$ cat src/rtl/fetch_unit.sv
// Instruction fetch stage: keeps at most one imem request in flight, parks a response
// that arrives while decode is stalled, and drives the IF/ID pipeline register.
module fetch_unit #(
    parameter logic [31:0] RESET_PC  = 32'h0000_0000,
    parameter logic [31:0] NOP_INSTR = 32'h0000_0013
) (
    input  logic        clk,
    input  logic        rst_n,
    input  logic        stall,
    input  logic        redirect,
    input  logic [31:0] redirect_pc,
    output logic        imem_req,
    output logic [31:0] imem_addr,
    input  logic        imem_rvalid,
    input  logic [31:0] imem_rdata,
    output logic        id_valid,
    output logic [31:0] id_instr,
    output logic [31:0] id_pc,
    output logic [1:0]  fsm_state
);

    typedef enum logic [1:0] {
        IDLE = 2'd0,
        WAIT = 2'd1,
        HOLD = 2'd2,
        DROP = 2'd3
    } state_t;

    state_t      state;
    logic [31:0] pc;
    logic [31:0] req_pc;
    logic [31:0] buf_instr;
    logic [31:0] buf_pc;
    logic [31:0] target;
    logic        deliver;
    logic [31:0] deliver_instr;
    logic [31:0] deliver_pc;

    assign target    = redirect_pc & 32'hFFFF_FFFC;
    // Handshake: memory accepts imem_req in the cycle it is high (no ready); it answers
    // each request with exactly one imem_rvalid pulse, no earlier than the next cycle.
    assign imem_req  = rst_n && (state == IDLE) && !redirect && !(stall && id_valid);
    assign imem_addr = pc;
    assign fsm_state = state;

    // Candidate instruction for the ID register: a live response or the parked one.
    always_comb begin
        deliver       = 1'b0;
        deliver_instr = imem_rdata;
        deliver_pc    = req_pc;
        if (state == WAIT && imem_rvalid) begin
            deliver = 1'b1;
        end else if (state == HOLD) begin
            deliver       = 1'b1;
            deliver_instr = buf_instr;
            deliver_pc    = buf_pc;
        end
    end

    always_ff @(posedge clk) begin
        if (!rst_n) begin
            state     <= IDLE;
            pc        <= RESET_PC;
            req_pc    <= 32'h0;
            buf_instr <= 32'h0;
            buf_pc    <= 32'h0;
            id_valid  <= 1'b0;
            id_instr  <= NOP_INSTR;
            id_pc     <= 32'h0;
        end else begin
            case (state)
                IDLE: begin
                    if (redirect) begin
                        pc <= target;
                    end else if (imem_req) begin
                        req_pc <= pc;
                        pc     <= pc + 32'd4;
                        state  <= WAIT;
                    end
                end
                WAIT: begin
                    if (redirect) begin
                        pc    <= target;
                        state <= imem_rvalid ? IDLE : DROP;
                    end else if (imem_rvalid) begin
                        if (stall) begin
                            buf_instr <= imem_rdata;
                            buf_pc    <= req_pc;
                            state     <= HOLD;
                        end else begin
                            state <= IDLE;
                        end
                    end
                end
                HOLD: begin
                    if (redirect) begin
                        pc    <= target;
                        state <= IDLE;
                    end else if (!stall) begin
                        state <= IDLE;
                    end
                end
                DROP: begin
                    if (redirect) begin
                        pc <= target;
                    end
                    if (imem_rvalid) begin
                        state <= IDLE;
                    end
                end
                default: state <= IDLE;
            endcase

            // Redirect flushes ID even while decode is stalled.
            if (redirect) begin
                id_valid <= 1'b0;
                id_instr <= NOP_INSTR;
            end else if (!stall) begin
                if (deliver) begin
                    id_valid <= 1'b1;
                    id_instr <= deliver_instr;
                    id_pc    <= deliver_pc;
                end else begin
                    id_valid <= 1'b0;
                    id_instr <= NOP_INSTR;
                end
            end
        end
    end

endmodule

$ cat config.mk
export PLATFORM = sky130hd
export DESIGN_NAME = fetch_unit
export DESIGN_NICKNAME = d
export VERILOG_FILES = /design/src/rtl/fetch_unit.sv
export SDC_FILE = /design/constraint.sdc
export NUM_CORES = 1
export LEC_CHECK = 0
export ABC_AREA = 1
export BUFFER_PORTS_ARGS = -buffer_cell sky130_fd_sc_hd__buf_2
export CAP_MARGIN = 20
export CORE_AREA = 3 3 96 166
export CTS_CLUSTER_SIZE = 12
export DETAILED_ROUTE_END_ITERATION = 8
export DIE_AREA = 0 0 99 169
export PLACE_DENSITY = 0.79
export SLEW_MARGIN = 20
export SYNTH_ARGS = -nofsm -noshare
export SYNTH_HDL_FRONTEND = slang
export SYNTH_SLANG_ARGS = --single-unit
$ cat constraint.sdc
create_clock -name clk -period 2.7 [get_ports clk]
set_clock_uncertainty 0.05 [all_clocks]
set_input_delay 0.27 -clock clk [delete_from_list [all_inputs] [get_ports clk]]
set_output_delay 0.27 -clock clk [all_outputs]
set_load 0.02 [all_outputs]
After elaboration in Yosys (flattened, before gate mapping)
Cells that the tools add are included.
Operators by class
  add/sub/neg operators: 1
  mux-type cells: 22
  eq/ne operators: 10
  bitwise logic cells: 3
  reduce and logical (&&, ||, !) cells: 15
Operators by type and width (count)
  32-bit two-way mux: 8
  32-bit one-hot mux with 2 select lines: 1
  32-bit by 3-bit adder with 32-bit output (second input constant): 1
  2-bit two-way mux: 9
  3-bit != test (second input constant): 3
  2-bit one-hot mux with 4 select lines: 1
  2-bit != test (second input constant): 3
  3-bit AND reduction: 2
  1-bit logical AND: 5
  5-bit AND reduction: 1
  2-bit == test (second input constant): 2
  4-bit AND reduction: 1
  1-bit two-way mux: 3
  1-bit inverter: 3
  3-bit OR reduction: 1
  2-bit by 1-bit == test with 1-bit output (second input constant): 1
  1-bit zero test: 2
  2-bit zero test: 1
  2-bit by 1-bit != test with 1-bit output (second input constant): 1
  2-bit AND reduction: 1
  2-bit OR reduction: 1
Storage, ports and cells
  bits of input ports: 69
  bits in registers: 195
  output and inout port bits: 100

Depth between registers and ports, before layout
  depth in word-level cells: 7
  gate-level depth with buffers: 10
  depth with buffers taken out: 10

Least setup slack after synthesis
No wires, ideal clock.
  path type: reg2reg
  from: register pc[3] (netlist: imem_addr[3])
  to: register pc[22] (netlist: imem_addr[22])
  clock period less this slack: 1.738 ns
  arrival: 1.555 ns
  cell stages (with the launch flop): 11
  required time: 2.518 ns
  path slack: 0.962 ns
  path through: dfxtp_1 > ha_1 > nand2_1 > nor2_1 > nand2_1 > nor2_1 > nand3_1 > nand2_1 > nand2_1 > nand2_1 > a21oi_1
Between the ends
  word-level cells in the longest chain between the ends: 4
RTL lines
  start: declaration: line 30  | logic [31:0] pc;
  start signal: assignment: line 74  | pc <= target;
  start signal: assignment: line 77  | pc <= pc + 32'd4;
  start signal: assignment: line 83  | pc <= target;
  32-bit by 3-bit adder with 32-bit output: line 77
  32-bit two-way mux: line 75  | end else if (imem_req) begin
  32-bit two-way mux: line 73  | if (redirect) begin
  32-bit one-hot mux with 2 select lines: line 71  | case (state)
Every way passes these cells. The select of a mux whose other input is x is not followed.
A chain may end at the register's enable or synchronous reset.

Worst setup path after layout
  from: register state[0] (netlist: fsm_state[0])
  to: output imem_req
Between the ends
  word-level cells in the longest chain between the ends: 4
RTL lines
  start: declaration: line 29  | state_t state;
  start signal: assignment: line 84  | state <= imem_rvalid ? IDLE : DROP;
  2-bit zero test: line 42  | assign imem_req = rst_n && (state == IDLE) && !redirect && !(stall && id_valid);
  1-bit logical AND (3 in a row): line 42
  end: declaration: line 12  | output logic imem_req,
Every way passes these cells.

==> impl_metrics.env <==
export IMPL_seq_area_um2=3740
export IMPL_endpoint_kind="output pin"
export IMPL_path_clk_slew_ps=70
export IMPL_multi_input_area_um2=3750
export IMPL_die_h_um=169
export IMPL_area_growth_pct=18.2
export IMPL_finalHoldViolations=0
export IMPL_r2r_cells=8
export IMPL_layout_nets=1336
export IMPL_cts_tree="built"
export IMPL_cap_violations=0
export IMPL_die_x_um=99
export IMPL_crit_path_max_fanout=57
export IMPL_preCtsSetupSlack_ps=559
export IMPL_grt_max_degree=113
export IMPL_setup_viol=0
export IMPL_drt_first_pass_iters=5
export IMPL_antenna_found_initial=0
export IMPL_fin_util=0.640
export IMPL_drive_above_1_share=0.178
export IMPL_coreArea_um2=14800
export IMPL_cts_setup_buffers=0
export IMPL_drc=0
export IMPL_ys_types=32
export IMPL_n_antenna_cell=0
export IMPL_postLayoutSetupSlackWorst_ps=389
export IMPL_cts_resized=0
export IMPL_h_tree_depth=4
export IMPL_hold_depth=3
export IMPL_clock_path_buffers=2
export IMPL_cp_num_cells=5
export IMPL_gp_congestion=1.00
export IMPL_clkSinkCount=187
export IMPL_ys_seq_elements=187
export IMPL_required_ps=2380
export IMPL_port_buffer_count=162
export IMPL_grt_ovfl_total=0
export IMPL_critical_path_top_delay_family="buffers and inverters"
export IMPL_io_pins=169
export IMPL_synth_warnings=0
export IMPL_p_leak_nw=3.99
export IMPL_fin_setup_tns_ps=0
export IMPL_grt_pass1_wl_um=36800
export IMPL_postRouteAntennaNets=0
export IMPL_rsz0062_at_grt="false"
export IMPL_powerDensity_nw_per_um2=668
export IMPL_cts_buffers=17
export IMPL_r2r_slack_ps=520
export IMPL_n_fill_cell=1397
export IMPL_via_per_inst=5.52
export IMPL_path_class="reg -> out"
export IMPL_final_min_clock_period_ps=2310
export IMPL_max_freq_mhz=433
export IMPL_postLayoutCellArea_um2=9490
export IMPL_period_share=0.856
export IMPL_hp_class="in -> reg"
export IMPL_wl_um=22600
export IMPL_critPathSlowestCell="buf_4"
export IMPL_arrival_ps=1990
export IMPL_synth_seq_area_share=0.466
export IMPL_synthesis_area_um2=8030
export IMPL_start_kind="flop"
export IMPL_ir_drop_mv=0.412
export IMPL_vias=8072
export IMPL_tightest_slew_ps=919
export IMPL_path_cells="nor2_1 -> nand3_2 -> inv_2 -> buf_4 -> buf_2"
export IMPL_cts_root_buf="clkbuf_16"
export IMPL_drv_slew=0
export IMPL_hpwlAfterDp_um=15700
export IMPL_first_iter_violations=563
export IMPL_start_util=0.541
export IMPL_grt_pass1_vias=7518
export IMPL_outcome="finished, final reports clean"
export IMPL_postPlaceCellArea_um2=8910
export IMPL_crit_buf_inv=3
export IMPL_cp_slowest_stage_delay_ps=410
export IMPL_clkLatencyLatePin_ps=420
export IMPL_ctsHoldBuffers=0
export IMPL_die_area_um2=16700
export IMPL_synth_area_per_cell_um2=7.05
export IMPL_grt_use_total=0.269
export IMPL_row_count=59
export IMPL_postSynthCellCount=1140
export IMPL_wire_per_inst_um=15.5
export IMPL_relSlewSlack=0.388
[metal layers]
layer | GRT usage | wire (µm)
met2 | 0.475 | 11400
met1 | 0.315 | 8870
met3 | 0.0379 | 1320
met4 | 0.127 | 984
met5 | 0 | 0
[power breakdown]
part	switching (mW)	internal (mW)
clock	1.09	1.40
sequential	0.136	2.90
combinational	0.548	0.271
[tightest hold or removal path: stages]
cell    delay (ps)
buf_2           90
nor2_1          40
nor2_1          80
[worst paths after layout]
check	from	endpoint
worst min-delay path	imem_rdata[14]	buf_instr[14]$_SDFFE_PN0P_
worst max register to register	fsm_state[0]$_SDFFE_PN0P_	imem_addr[22]$_SDFFE_PN0P_
worst min register to register	buf_instr[5]$_SDFFE_PN0P_	buf_instr[5]$_SDFFE_PN0P_
worst max-delay path	fsm_state[0]$_SDFFE_PN0P_	imem_req
[cells in the mapped netlist]
| cell | instances | area [µm²] |
|---|---|---|
| buf_2 | 15 | 75.1 |
| a31oi_1 | 42 | 263 |
| dfxtp_1 | 187 | 3740 |
| clkbuf_1 | 51 | 191 |
| o21ai_0 | 145 | 726 |
| o221ai_1 | 3 | 26.3 |
| nor3_1 | 1 | 5.00 |
| nor2_2 | 2 | 12.5 |
| inv_2 | 7 | 26.3 |
| inv_1 | 50 | 188 |
| o2111ai_1 | 1 | 8.76 |
| clkinv_1 | 1 | 3.75 |
| o211ai_1 | 13 | 97.6 |
| o21ai_1 | 3 | 15.0 |
| nand3_2 | 2 | 20.0 |
| or2_2 | 2 | 12.5 |
| a211oi_2 | 2 | 25.0 |
| nand3b_1 | 1 | 7.51 |
| inv_4 | 1 | 6.26 |
| conb_1 | 1 | 3.75 |
| buf_1 | 1 | 3.75 |
| a211oi_1 | 1 | 7.51 |
| nand3_1 | 33 | 165 |
| o22ai_1 | 1 | 6.26 |
| nor2_1 | 170 | 638 |
| nand2_1 | 283 | 1060 |
| ha_1 | 1 | 12.5 |
| a221oi_1 | 10 | 87.6 |
| buf_4 | 8 | 60.1 |
| a21oi_1 | 93 | 465 |
| nor2_4 | 2 | 22.5 |
| nand4_1 | 7 | 43.8 |
[cell usage in the layout (no fill, tap or decap), types with 2 or more instances in the layout]
cell type     n
a221oi_1     10
o221ai_1      3
a211oi_2      2
o21ai_1       3
buf_2       162
buf_12        2
bufinv_16     2
o211ai_1     13
nand2_1     283
inv_2         7
clkinvlp_4    4
nand3_1      33
o21ai_0     145
buf_4        15
inv_6         4
inv_1        50
nand4_1       7
nor2_4        3
nor2_1      170
a21oi_1      93
nand3_2       2
dfxtp_1     187
clkbuf_16    17
conb_1        4
a31oi_1      42
or2_2         2
[state kept, by name, indices dropped and copies added (netlist names)]
signal and cells:
imem_addr 30, buf_pc 30, id_instr 32, fsm_state 2, id_valid 1, req_pc 30, id_pc 30, buf_instr 32
[cell type report]
class / instances / share of cell area
Multi-Input combinational cell: 822 / 0.395
Timing Repair Buffer: 179 / 0.102
Inverter: 59 / 0.0236
Clock inverter: 12 / 0.0146
Clock buffer: 19 / 0.0467
Tap cell: 183 / 0.0241
Sequential cell: 187 / 0.394
[stage by stage]
stage                     std cells  hold WS [ps]  power (mW)
final                          1461          47.6        6.34
after global routing           1461          50.1        6.59
after CTS                      1461          39.0        6.35
after detailed placement       1430           395        3.90
after global placement         1430           390        3.89
after floorplan                1143           346        3.61
[cells by family after synthesis]
group                      share of synthesized area
DFF                                            0.466
buffers and inverters                         0.0690
AOI/OAI and AO/OA                              0.215
and+or+nand+nor                                0.248
adders and majority gates                    0.00156
other                                       0.000467
No activity file was read; power rests on OpenSTA's default activity.
